## src/rtl/control_sequencer_pkg.sv

```systemverilog
// cpu_ctrl_pkg: opcodes, ALU function codes, FSM states and instruction classes
package cpu_ctrl_pkg;
  localparam logic [4:0] OPC_LD = 5'b00000, OPC_ST = 5'b00001, OPC_ADD = 5'b00011,
    OPC_SUB = 5'b00100, OPC_AND = 5'b00101, OPC_OR = 5'b00110, OPC_SHR = 5'b00111,
    OPC_SHL = 5'b01000, OPC_NOP = 5'b11010, OPC_HALT = 5'b11011;
  localparam logic [3:0] ALU_ADD = 4'd0, ALU_SUB = 4'd1, ALU_AND = 4'd2, ALU_OR = 4'd3,
    ALU_SHR = 4'd4, ALU_SHL = 4'd5;
  typedef enum logic [3:0] {RST, T0, T1, T1W, T2, T3, T4, T5, T6, T7, HALT} state_t;
  typedef enum logic [2:0] {CLS_NOP, CLS_ALU, CLS_LD, CLS_ST, CLS_HALT, CLS_ILL} cls_t;
endpackage

```

## src/rtl/control_sequencer_decode.sv

```systemverilog
// ctrl_decode: maps an opcode to its instruction class and ALU function
module ctrl_decode
  import cpu_ctrl_pkg::*;
#(
  parameter int OPC_W = 5,
  parameter int ALU_OP_W = 4
) (
  input  logic [OPC_W-1:0]    opc,
  output cls_t                cls,
  output logic [ALU_OP_W-1:0] aop
);
  always_comb begin
    cls = CLS_ALU;
    aop = ALU_ADD;
    case (opc)
      OPC_ADD: aop = ALU_ADD;
      OPC_SUB: aop = ALU_SUB;
      OPC_AND: aop = ALU_AND;
      OPC_OR: aop = ALU_OR;
      OPC_SHR: aop = ALU_SHR;
      OPC_SHL: aop = ALU_SHL;
      OPC_LD: cls = CLS_LD;
      OPC_ST: cls = CLS_ST;
      OPC_NOP: cls = CLS_NOP;
      OPC_HALT: cls = CLS_HALT;
      default: cls = CLS_ILL;
    endcase
  end
endmodule

```

## src/rtl/control_sequencer.sv

```systemverilog
// control_sequencer: hardwired fetch/decode/execute control FSM for the 32-bit bus datapath.
// Define CTRL_ILLEGAL_TRAP_EN to halt on undefined opcodes and flag them on illegal_op.
module control_sequencer
  import cpu_ctrl_pkg::*;
#(
  parameter int OPC_W = 5,
  parameter int ALU_OP_W = 4
) (
  input  logic                clk,
  input  logic                reset,
  input  logic [31:0]         ir,
  input  logic                mem_done,
  output logic                PCout,
  output logic                Zlowout,
  output logic                MDRout,
  output logic                Cout,
  output logic                MARin,
  output logic                PCin,
  output logic                MDRin,
  output logic                IRin,
  output logic                Yin,
  output logic                Zin,
  output logic                IncPC,
  output logic                Read,
  output logic                Write,
  output logic                Gra,
  output logic                Grb,
  output logic                Grc,
  output logic                Rin,
  output logic                Rout,
  output logic                BAout,
  output logic [ALU_OP_W-1:0] alu_op,
`ifdef CTRL_ILLEGAL_TRAP_EN
  output logic                illegal_op,
`endif
  output logic                run
);
  state_t state;
  cls_t dec_cls, cls_q;
  logic [2:0] cls;
  logic [ALU_OP_W-1:0] dec_aop, aop_q;
  logic alu, ld, st, ldst, exe, unused_ir;
  ctrl_decode #(.OPC_W(OPC_W), .ALU_OP_W(ALU_OP_W)) u_dec (
    .opc(ir[31-:OPC_W]),
    .cls(dec_cls),
    .aop(dec_aop)
  );
  assign unused_ir = ^ir[31-OPC_W:0];
  // T3 dispatches on the freshly loaded IR; later execute states use the class latched in T3
  assign cls = state == T3 ? dec_cls : cls_q;
  assign alu = cls == CLS_ALU;
  assign ld = cls == CLS_LD;
  assign st = cls == CLS_ST;
  assign ldst = ld | st;
  assign exe = alu | ldst;
  always_ff @(posedge clk) begin
    if (reset) begin
      state <= RST;
      cls_q <= CLS_NOP;
      aop_q <= '0;
`ifdef CTRL_ILLEGAL_TRAP_EN
      illegal_op <= 1'b0;
`endif
    end else begin
      if (state == T3) begin
        cls_q <= dec_cls;
        aop_q <= dec_aop;
      end
`ifdef CTRL_ILLEGAL_TRAP_EN
      illegal_op <= illegal_op | (state == T3 && dec_cls == CLS_ILL);
`endif
      case (state)
        RST: state <= T0;
        T0: state <= T1;
        T1, T1W: state <= mem_done ? T2 : T1W;
        T2: state <= T3;
`ifdef CTRL_ILLEGAL_TRAP_EN
        T3: state <= dec_cls inside {CLS_ALU, CLS_LD, CLS_ST} ? T4 :
                     dec_cls inside {CLS_HALT, CLS_ILL} ? HALT : T0;
`else
        T3: state <= dec_cls inside {CLS_ALU, CLS_LD, CLS_ST} ? T4 :
                     dec_cls == CLS_HALT ? HALT : T0;
`endif
        T4: state <= T5;
        T5: state <= cls_q == CLS_ALU ? T0 : T6;
        T6: state <= (cls_q == CLS_ST || mem_done) ? T7 : T6;
        T7: state <= (cls_q == CLS_LD || mem_done) ? T0 : T7;
        default: state <= HALT;
      endcase
    end
  end
  assign PCout = state == T0;
  assign IncPC = state == T0;
  assign Zlowout = state == T1 || state == T5;
  assign PCin = state == T1;
  assign MDRout = state == T2 || (state == T7 && ld);
  assign IRin = state == T2;
  assign Cout = state == T4 && ldst;
  assign MARin = state == T0 || (state == T5 && ldst);
  assign MDRin = state == T1 || state == T1W || (state == T6 && ldst);
  assign Read = state == T1 || state == T1W || (state == T6 && ld);
  assign Write = state == T7 && st;
  assign Yin = state == T3 && exe;
  assign Grb = state == T3 && exe;
  assign BAout = state == T3 && ldst;
  assign Zin = state == T0 || (state == T4 && exe);
  assign Grc = state == T4 && alu;
  assign Rout = ((state == T3 || state == T4) && alu) || (state == T6 && st);
  assign Gra = (state == T5 && alu) || (state == T6 && st) || (state == T7 && ld);
  assign Rin = (state == T5 && alu) || (state == T7 && ld);
  assign alu_op = (state == T4 && alu) ? aop_q : ALU_ADD;
  assign run = state != RST && state != HALT;
endmodule

```

## config.mk

```make
export PLATFORM = sky130hd
export DESIGN_NAME = control_sequencer
export DESIGN_NICKNAME = d
export VERILOG_FILES = /design/src/rtl/control_sequencer_pkg.sv /design/src/rtl/control_sequencer_decode.sv /design/src/rtl/control_sequencer.sv
export SDC_FILE = /design/constraint.sdc
export NUM_CORES = 1
export LEC_CHECK = 0
export ABC_AREA = 1
export BUFFER_PORTS_ARGS = -buffer_cell sky130_fd_sc_hd__buf_2
export CORE_MARGIN = 2
export CORE_UTILIZATION = 39
export CTS_CLUSTER_DIAMETER = 60
export DETAILED_ROUTE_END_ITERATION = 8
export PLACE_DENSITY = 0.85
export SLEW_MARGIN = 5
export SYNTH_ARGS = -nofsm -noshare
export SYNTH_HDL_FRONTEND = slang
export SYNTH_HIERARCHICAL = 1
export SYNTH_SLANG_ARGS = --single-unit
```

## constraint.sdc

```tcl
create_clock -name clk -period 1.5 [get_ports clk]
set_input_delay 0.15 -clock clk [delete_from_list [all_inputs] [get_ports clk]]
set_output_delay 0.15 -clock clk [all_outputs]
set_load 0.05 [all_outputs]
```

==> results list, run 1 <==
- In this run the worst hold path is classified as input port to register.
- The run finished, with violations left.
- Most frequent cells in the layout: sky130_fd_sc_hd__buf_4, sky130_fd_sc_hd__nor2_1, sky130_fd_sc_hd__buf_6
- Post-synthesis sequential element count: 11
- IR analysis of the VDD net gives a maximum drop of 0.00106 V.
- In the final design database the tool counted 290 nets.
- For this run, the register share of the synthesized area comes to 0.216.
* Internal portion of total power: 0.000898 W
* Number of nets in the synthesized netlist: 218
- Before antenna repair, the detailed router went through 4 iterations.
- Number of sinks on the clock net: 11
- Antenna-violating nets left: 0
- STA puts the critical path data arrival time at 1.80 ns.
- Highest Clock Rate: 513 MHz
* Shortest period the worst path allows: 1.95 ns
* Maximum clock path buffer count: 2
* Antenna diodes: 0
* Worst Path Max Fanout: 7
* Worst setup EP type: output pin
- In this run, the number of DRC markers left after iteration 0 of detailed routing was 79.
- Violated checks: negative setup slack
* Class of the most critical setup path: register to output pin
- Setup repair after global routing could not meet its margin everywhere.
- CTS tree: built
- Source-to-sink clock delay at the later pin of the worst-skew pair: 0.26 ns
- Total power divided by cell area: 846 nW/um2
- Of the total power, the clock network draws 0.110.
* Clock slew at reported path FFs: 0.06 ns
* Logic gate share of total power: 0.690
* Overflow left after global routing: 0
- Final setup violation count: 28
- Setup Skew: 0.00494 ns
- Width of the chip: 55.1 um
- Number of max-slew violations in the final report: 0
- Root Buffer Master: sky130_fd_sc_hd__clkbuf_4
- Leakage power total: 0.981 nW
- After layout, the worst setup slack is -0.450 ns.
- The via count of the first global-routing pass came to 1,342.
- Part of the total power dissipated in sequential elements: 0.200
- Count of unique library cells instantiated by Yosys: 27
- STA puts the critical path data required time at 1.35 ns.
* Max-capacitance violation count: 0
- Row count: 18
- Share of cells above drive strength 1: 0.638
- Total via count in the routed design: 1,621
- Hold_buf cts: 0
- Most frequent standard cell in the layout excluding fill and tap cells: sky130_fd_sc_hd__buf_4
- Hold Vio Cnt, Final: 0
* Post-Syn Instances: 183
- For this run, the total global-route usage over all layers was measured as 0.256.
- The routed design has 4950 um of wire.
- Number of buffers added by the clock tree synthesis step: 3
* Setup Total Neg Slack: -7.59 ns
- For this configuration, the core starts out at a cell density of 0.412.
- Number of antenna violations at the first check in global routing: 0
- Switching share of power: 0.499
- The floorplan step defined a die boundary enclosing 3040 um2.
- Core Region: 2480 um2
- First-pass GRT wire length: 5570 um
* Final period util: 1.30
- Switching power: 0.000893 W
- Routed wire length per instance: 17.4 um
- Pin count of the biggest net entering global routing: 12
- During I/O placement, the number of pins put on the boundary was 59.
- Utilization after layout: 0.855
* Total half-perimeter wirelength after legalization and detailed placement: 2450 um
- Number of levels the H-tree was split into: 1
- Yosys printed 6 warnings.
* Netlist area before placement: 1020 um2
* Placer congestion estimate: 0.890
* Setup WS pre-CTS: -0.396 ns
- A synthesized cell averages 5.57 um2.
- Worst Setup Start Kind: register
- Measured along the y axis, the die boundary spans 55.1 um.
* # port buffers: 31
* Fill cell count: 116
- Area growth from synthesis to layout: 108%
- Drc violations: 0
- Via count normalized by instance count: 5.71
-- power groups by stage --
stage,logic (W),registers [W],clock network (W)
detailed placement,0.000836,0.000357,0
global route,0.00132,0.000360,0.000208
floorplan,0.000612,0.000352,0
finish,0.00124,0.000358,0.000198
CTS,0.000979,0.000348,0.000195
global placement,0.000819,0.000356,0
-- flip-flops by register name, indices dropped and copies added, names as in the netlist --
signal and flops:
aop_q 4, cls_q 3, state 4
-- worst max-delay path, stage by stage (launching register included) --
cell	delay, ns
sky130_fd_sc_hd__dfxtp_4	0.38
sky130_fd_sc_hd__inv_2	0.05
sky130_fd_sc_hd__nor2_4	0.19
sky130_fd_sc_hd__nand2_4	0.16
sky130_fd_sc_hd__nand2_4	0.13
sky130_fd_sc_hd__nand2_4	0.08
sky130_fd_sc_hd__nand2_4	0.09
sky130_fd_sc_hd__nor2_4	0.04
sky130_fd_sc_hd__nand2_4	0.15
sky130_fd_sc_hd__clkinvlp_4	0.11
sky130_fd_sc_hd__buf_6	0.15
-- synth_stat cells (all sizes together) --
library cell,number,area [um2]
o21a,1,7.51
o21ai,12,63.8
a31oi,1,6.26
nand3,17,90.1
nand2,44,185
clkbuf,1,3.75
o22ai,1,6.26
dfxtp,11,220
nor3,1,5.00
conb,1,3.75
a21oi,5,25.0
inv,34,128
clkinv,1,3.75
nor2,42,188
a211oi,4,30.0
buf,4,33.8
or2,2,12.5
o31ai,1,7.51
-- kinds of logic (layout without fill, tap and decap cells) --
kind of cell / count (synthesis) / count (layout) / share of synthesized area
other: 1 / 1 / 0.00368
AND/OR/NAND/NOR: 106 / 106 / 0.471
buffers and inverters: 40 / 111 / 0.166
flip-flops: 11 / 11 / 0.216
AO/OA/AOI/OAI: 25 / 25 / 0.144
-- final cells by class --
| cell class | instances | area, um2 | area share |
|---|---|---|---|
| timing repair buffer | 72 | 687 | 0.324 |
| tap | 30 | 37.5 | 0.0177 |
| inverter | 35 | 149 | 0.0703 |
| clock buffer | 4 | 26.3 | 0.0124 |
| sequential | 11 | 228 | 0.108 |
| multi-input combinational | 132 | 991 | 0.468 |
-- metrics by stage --
| stage | hold slack, ns | area [um2] | cells | total power, W |
|---|---|---|---|---|
| finish | 0.207 | 2120 | 284 | 0.00179 |
| global route | 0.229 | 2120 | 284 | 0.00189 |
| CTS | 0.183 | 1880 | 278 | 0.00152 |
| detailed placement | 0.456 | 1590 | 268 | 0.00119 |
| global placement | 0.456 | 1590 | 268 | 0.00117 |
| floorplan | 0.228 | 1200 | 183 | 0.000964 |
-- metal layers --
metal	vias up	share of wire	GRT usage
li1	715	-	-
met1	738	0.36	0.259
met2	135	0.51	0.526
met3	33	0.081	0.0269
met4	0	0.046	0.0935
met5	-	0	0
-- path summary, 6_finish.rpt --
kind | from | to | slack [ns] | cells after the start
max | state[2] | Grc | -0.45 | 10
max reg2reg | state[2] | state[0] | -0.09 | 9
min | reset | state[2] | 0.21 | 2
min reg2reg | aop_q[3] | aop_q[3] | 0.50 | 2
-- repair_timing --
| item | in CTS | in global routing |
|---|---|---|
| pin swaps | 6 | 10 |
| endpoints found under the hold margin | 0 | 0 |
| setup buffers | 6 | 7 |
| resized for setup | 72 | 52 |
| endpoints found under the setup margin | 22 | 28 |
(Power assumes the default switching activity.)
==> run 2: changes to the inputs <==
--- a/config.mk
+++ b/config.mk
@@ -8,10 +8,10 @@
 export ABC_AREA = 1
 export BUFFER_PORTS_ARGS = -buffer_cell sky130_fd_sc_hd__buf_2
 export CORE_MARGIN = 2
-export CORE_UTILIZATION = 39
+export CORE_UTILIZATION = 47
 export CTS_CLUSTER_DIAMETER = 60
 export DETAILED_ROUTE_END_ITERATION = 8
-export PLACE_DENSITY = 0.85
+export PLACE_DENSITY = 0.95
 export SLEW_MARGIN = 5
 export SYNTH_ARGS = -nofsm -noshare
 export SYNTH_HDL_FRONTEND = slang
==> constraint.sdc (replaced) <==
create_clock -name clk -period 2.4 [get_ports clk]
set_input_delay 0.24 -clock clk [delete_from_list [all_inputs] [get_ports clk]]
set_output_delay 0.24 -clock clk [all_outputs]
set_load 0.05 [all_outputs]
==> results list, run 2 (synthesis results as in run 1) <==
- I/O Pins: 59
* Maximum clock path buffer count: 2
- Final period util: 0.904
* Unrepaired setup endpoints after global routing: no
* Net count, final: 249
* Shortest period the worst path allows: 2.17 ns
- The initial utilization of the core area, before any placement, comes to 0.509.
* Antenna diodes: 0
- The worst setup path is of the input port to output pin kind.
- Drc violations: 0
- Setup WS pre-CTS: 0.216 ns
* Worst min-delay path category: input port to register
- Setup Fix Bufs, Post-CTS: 0
- In this run, post-CTS repair resized a total of 0 instances.
* Worst setup path startpoint: ir[29]
- Setup Skew: 0.00718 ns
* Worst Path Max Fanout: 6
* Min setup slack post-route: 0.230 ns
- Root Buffer Master: sky130_fd_sc_hd__clkbuf_4
- After clock tree synthesis, the clock-pin slew on the worst setup and hold paths is 0.07 ns.
- Counting the buffers created by CTS gives 3.
- For the final routed database, the setup TNS stands at 0 ns.
- Across every metal layer, demand over resource in global routing totals 0.207.
- Total half-perimeter wirelength after legalization and detailed placement: 1980 um
- From left edge to right edge, the die measures 50.6 um.
- Core Region: 2000 um2
- Minimum hold slack: 0.253 ns
- The final-report hold violation count is 0.
- Wires add up to 2420 um.
* Total power divided by cell area: 627 nW/um2
* Row count: 16
* R2R Setup Slk: 1.09 ns
- CTS tree: built
- Critical path destination: Yin
- Detailed-router iteration count before antenna repair: 4
* Worst setup EP type: output pin
- The number of antenna violations at the first check in global routing came to 0.
- Registers take 220 um2.
- Crit Reg-Reg Startpoint: state[1]
- Placer congestion estimate: 0.877
- Total via count in the routed design: 1,192
* Area of the multi-input gates: 633 um2
- Highest ir drop seen on vdd: 0.000432 V
* Most frequent cells in the layout: sky130_fd_sc_hd__nand2_1, sky130_fd_sc_hd__nor2_1, sky130_fd_sc_hd__buf_2
- Share of cells above drive strength 1: 0.268
* Antenna-violating nets left: 0
- Global routing finished with a remaining overflow of 0.
* Required time at the worst-slack endpoint: 2.16 ns
* Number of global-route vias before repair: 1,061
* Pin count of the biggest net entering global routing: 18
* CP Data Arrival Time: 1.93 ns
- Die footprint: 2560 um2
* Worst Setup Start Kind: input port
- Setup violations remaining at the end of the flow were counted as 0.
- Static timing analysis puts the maximum clock frequency at 461 MHz.
* Routed wire length per instance: 10.1 um
- The flow ran to the end, and the final reports show no timing, DRC or antenna violations.
- For this design, the sink count on the clock tree is 11.
- Max-capacitance violation count: 0
- Registers with the highest flip-flop counts: aop_q (4), state (4), cls_q (3)
* Number of cells on the worst reg-to-reg path: 6
- Leakage power total: 0.688 nW
- Relative to the synthesized area, the layout overhead comes to 18.3%.
- From bottom edge to top edge, the die measures 50.6 um.
- In the routed layout, each cell is associated on average with a via count of 4.97.
* Hold_buf cts: 0
- Source-to-sink clock delay at the later pin of the worst-skew pair: 0.29 ns
- Number of max-slew violations in the final report: 0
* Most frequent standard cell in the layout excluding fill and tap cells: sky130_fd_sc_hd__nand2_1
- CTS built an H-tree with a depth of 1.
- The worst register-to-register path ends at state[1].
* First-pass GRT wire length: 4100 um
* Violation count after the first detailed-routing iteration: 37
- # port buffers: 31
- The filler cells instantiated in the layout total 223.
run 2: cell count changes in the layout (fill, tap and decap cells not counted), moves of 5 or more:
cell / delta
sky130_fd_sc_hd__buf_4: -35
sky130_fd_sc_hd__buf_2: +24
sky130_fd_sc_hd__buf_6: -21
sky130_fd_sc_hd__nand2_1: +19
sky130_fd_sc_hd__nor2_1: +14
sky130_fd_sc_hd__nor2_4: -11
sky130_fd_sc_hd__buf_8: -9
sky130_fd_sc_hd__nand2_2: -9
sky130_fd_sc_hd__nand2_4: -9
sky130_fd_sc_hd__inv_1: +8
sky130_fd_sc_hd__nand3_1: +8
sky130_fd_sc_hd__nand3_2: -5
sky130_fd_sc_hd__o21ai_0: +5
run 2: critical path: stages:
cell and delay [ns]:
sky130_fd_sc_hd__buf_2 0.12, sky130_fd_sc_hd__nor2_1 0.15, sky130_fd_sc_hd__nand2_1 0.12, sky130_fd_sc_hd__o21ai_2 0.16, sky130_fd_sc_hd__inv_2 0.04, sky130_fd_sc_hd__nand2_1 0.05, sky130_fd_sc_hd__nand2_1 0.06, sky130_fd_sc_hd__inv_1 0.09
sky130_fd_sc_hd__nand3_1 0.14, sky130_fd_sc_hd__nand2_1 0.16, sky130_fd_sc_hd__nand2_2 0.11, sky130_fd_sc_hd__inv_2 0.08, sky130_fd_sc_hd__nand2_1 0.05, sky130_fd_sc_hd__o21ai_1 0.08, sky130_fd_sc_hd__buf_2 0.28
run 2: worst min path at each step:
stage,start,to,cells after the start
2_1_floorplan,reset,aop_q[3],1
3_3_place_gp,aop_q[3],aop_q[3],2
3_5_place_dp,aop_q[0],aop_q[0],2
4_1_cts,mem_done,state[2],3
5_1_grt,reset,cls_q[2],2
6_report,mem_done,state[2],3
run 2: area by class of cell:
cell class | count | area share
clock inverters | 1 | 0.00415
inverters | 35 | 0.109
multi-input cells | 132 | 0.525
repair buffers | 31 | 0.133
well taps | 27 | 0.0280
clock buffers | 3 | 0.0187
flip-flops and latches | 11 | 0.183
run 2: power breakdown:
group,internal (W),switching [W],leakage (nW)
Clock,0.0000621,0.0000707,0.0177
Combinational,0.0000940,0.000313,0.581
Sequential,0.000199,0.0000178,0.0893
run 2: per-layer routing:
layer  vias to the layer above  part of all wire  wire [um]  track usage
met5                         -                 0          0            0
met4                         0             0.017         42       0.0856
met3                         7             0.080        193       0.0476
met2                        46              0.46       1130        0.357
met1                       515              0.44       1060        0.244
li1                        624                 -          -            -
run 2: stage by stage:
step	instances	total power, W	util	area (um2)
after floorplan	183	0.000550	-	1020
after CTS	240	0.000758	0.599	1200
after detailed placement	236	0.000626	0.585	1170
after global routing	240	0.000801	0.603	1210
after global placement	236	0.000616	0.585	1170
final	240	0.000757	0.603	1210
==> run 3: changes to the inputs <==
--- a/config.mk
+++ b/config.mk
@@ -9,8 +9,9 @@
 export BUFFER_PORTS_ARGS = -buffer_cell sky130_fd_sc_hd__buf_2
 export CORE_MARGIN = 2
 export CORE_UTILIZATION = 47
-export CTS_CLUSTER_DIAMETER = 60
+export CTS_CLUSTER_DIAMETER = 120
 export DETAILED_ROUTE_END_ITERATION = 8
+export GPL_TIMING_DRIVEN = 0
 export PLACE_DENSITY = 0.95
 export SLEW_MARGIN = 5
 export SYNTH_ARGS = -nofsm -noshare
==> results list, run 3 (synthesis results as in run 1) <==
* Status: complete, no violations
* Core Region: 2000 um2
* Unrepaired setup endpoints after global routing: no
- Final period util: 0.936
- The worst path needs 2.25 ns of the cycle, external delays included.
- Part of the total power dissipated in sequential elements: 0.282
- Cell with the largest stage delay on the worst path: sky130_fd_sc_hd__clkbuf_4
* Number of levels the H-tree was split into: 1
* Setup Skew: 0.00904 ns
- Relative contribution of the clock network to total power: 0.171
* I/O Pins: 59
- The critical path in this run is classified as input port to output pin.
- Worst min-delay path category: input port to register
- Placer congestion estimate: 0.880
* Required time at the worst-slack endpoint: 2.16 ns
* Fill cell count: 207
* Root Buffer Master: sky130_fd_sc_hd__clkbuf_4
- Switching power: 0.000401 W
- Switching share of power: 0.523
- CP Cell Sequence: buf_2 -> nor2_1 -> nand2_1 -> o21ai_2 -> inv_2 -> nand2_1 -> nand2_1 -> inv_1 -> nand3_1 -> nand2_2 -> nand2_2 -> inv_2 -> nand2_1 -> o21ai_1 -> buf_4 -> clkbuf_4
- Entering global routing, the biggest net connects 11 pins.
- Drc violations: 0
- The worst setup path is launched from an input port.
- In the layout the commonest cells are sky130_fd_sc_hd__nand2_1, sky130_fd_sc_hd__nor2_1, sky130_fd_sc_hd__buf_2.
* Logic gate share of total power: 0.547
- The via count of the first global-routing pass was 1,053.
- On the critical path the largest part of the delay comes from simple AND/OR/NAND/NOR gates.
- Utilization after layout: 0.621
- Leaving out fill and tap cells, the most frequent cell in the layout is sky130_fd_sc_hd__nand2_1.
* Internal portion of total power: 0.000366 W
- Based on the critical path, the design can be clocked at up to 445 MHz.
* Number of buffers added by the clock tree synthesis step: 3
* CP peak stage delay: 0.21 ns
- Width of the chip: 50.6 um
* Worst Path Max Fanout: 6
- Leakage power total: 0.710 nW
- Critical Path Most Common Cell: sky130_fd_sc_hd__nand2_1
- Highest ir drop seen on vdd: 0.000360 V
- DRT Wirelength: 2450 um
- The first global-routing pass estimated 4140 um of wire.
* Overflow left after global routing: 0
- Relative to the synthesized area, the layout overhead comes to 21.8%.
* Hold_buf cts: 0
- After the last flow step, the layout net total stands at 254.
- Violation count after the first detailed-routing iteration: 32
- Total half-perimeter wirelength after legalization and detailed placement: 2020 um
* Number of max-slew violations in the final report: 0
- Across all hold checks on the routed design, the worst slack comes to 0.136 ns.
- Once placement completed, the tool counted placed cells totaling 241.
- Total power divided by cell area: 618 nW/um2
- The later pin in the worst-skew pair is clocked with a latency of 0.28 ns.
- Number of sinks on the clock net: 11
- The tool flagged a number of max-cap violations equal to 0.
- Worst setup EP type: output pin
- CP Data Arrival Time: 2.01 ns
- The pre-antenna-repair detailed-routing pass consisted of 4 iterations.
- Total via count in the routed design: 1,210
- The final-report hold violation count was 0.
- The number of antenna violations at the first check in global routing is 0.
* GRT Total Usage: 0.209
* Maximum clock path buffer count: 2
* Starting density of the core: 0.509
* Via count normalized by instance count: 4.94
- Setup Fix Bufs, Post-CTS: 0
- Die footprint: 2560 um2
- Buffers placed on the I/O ports in this run total 31.
- In this run the vertical extent of the chip is 50.6 um.
- The critical path contains buffers and inverters numbering 6 combined.
- Setup violations remaining at the end of the flow were counted as 0.
- Excluding fillers, the count of instances in the completed layout stands at 245.
* CTS tree: built
- Share of cells above drive strength 1: 0.280
- The floorplan has 16 rows.
- After clock tree synthesis, the clock-pin slew on the worst setup and hold paths is 0.06 ns.
* Antenna-violating nets left: 0
- Registers with the highest flip-flop counts: aop_q (4), state (4), cls_q (3)
* Antenna diodes: 0
- In the final routed layout, each cell accounts on average for 10.0 um.
[run 3: final cells by class]
class                   count  area [um2]  share of cell area
plain buffers               5        37.5              0.0302
inverters                  35         131               0.106
repair buffers             31         158               0.127
well taps                  27        33.8              0.0272
multi-input cells         132         636               0.512
clock buffers               4        26.3              0.0211
flip-flops and latches     11         220               0.177
[run 3: metal layers]
metal,vias to the layer above,track usage,share of wire
met2,35,0.371,0.48
met1,535,0.241,0.46
met4,0,0.0766,0.010
li1,637,-,-
met3,3,0.0536,0.056
met5,-,0,0
[run 3: worst paths after layout]
kind	cells past startpoint	to	start	slack [ns]
worst max-delay path	16	Yin	ir[29]	0.15
worst min-delay path	2	aop_q[3]	reset	0.14
worst max register to register	6	state[1]	state[1]	1.09
worst min register to register	2	aop_q[0]	aop_q[0]	0.46
[run 3: worst reg2reg max path: stages (launching register included)]
cell	delay, ns
sky130_fd_sc_hd__dfxtp_1	0.46
sky130_fd_sc_hd__nand2_1	0.18
sky130_fd_sc_hd__nor2_1	0.29
sky130_fd_sc_hd__nor2_1	0.09
sky130_fd_sc_hd__nand2_1	0.07
sky130_fd_sc_hd__nor2_1	0.04
sky130_fd_sc_hd__a21oi_1	0.11
[run 3: through the flow]
| stage | total power, W | setup WS (ns) | TNS, ns | instance area, um2 |
|---|---|---|---|---|
| 6_report | 0.000767 | 0.153 | 0 | 1240 |
| 5_1_grt | 0.000819 | 0.0193 | 0 | 1240 |
| 4_1_cts | 0.000765 | 0.130 | 0 | 1230 |
| 3_5_place_dp | 0.000635 | 0.137 | 0 | 1210 |
| 3_3_place_gp | 0.000627 | 0.172 | 0 | 1210 |
| 2_1_floorplan | 0.000550 | -0.0894 | -0.222 | 1020 |
[run 3: power groups by stage]
stage | Clock [W] | Combinational, W | Sequential [W]
floorplan | 0 | 0.000333 | 0.000217
global placement | 0 | 0.000407 | 0.000219
detailed placement | 0 | 0.000415 | 0.000220
CTS | 0.000133 | 0.000416 | 0.000216
global route | 0.000149 | 0.000452 | 0.000218
finish | 0.000131 | 0.000420 | 0.000216
[run 3: what timing repair did]
action,CTS,global route
endpoints found under the setup margin,0,1
resized for setup,0,4
hold endpoints to repair,0,0
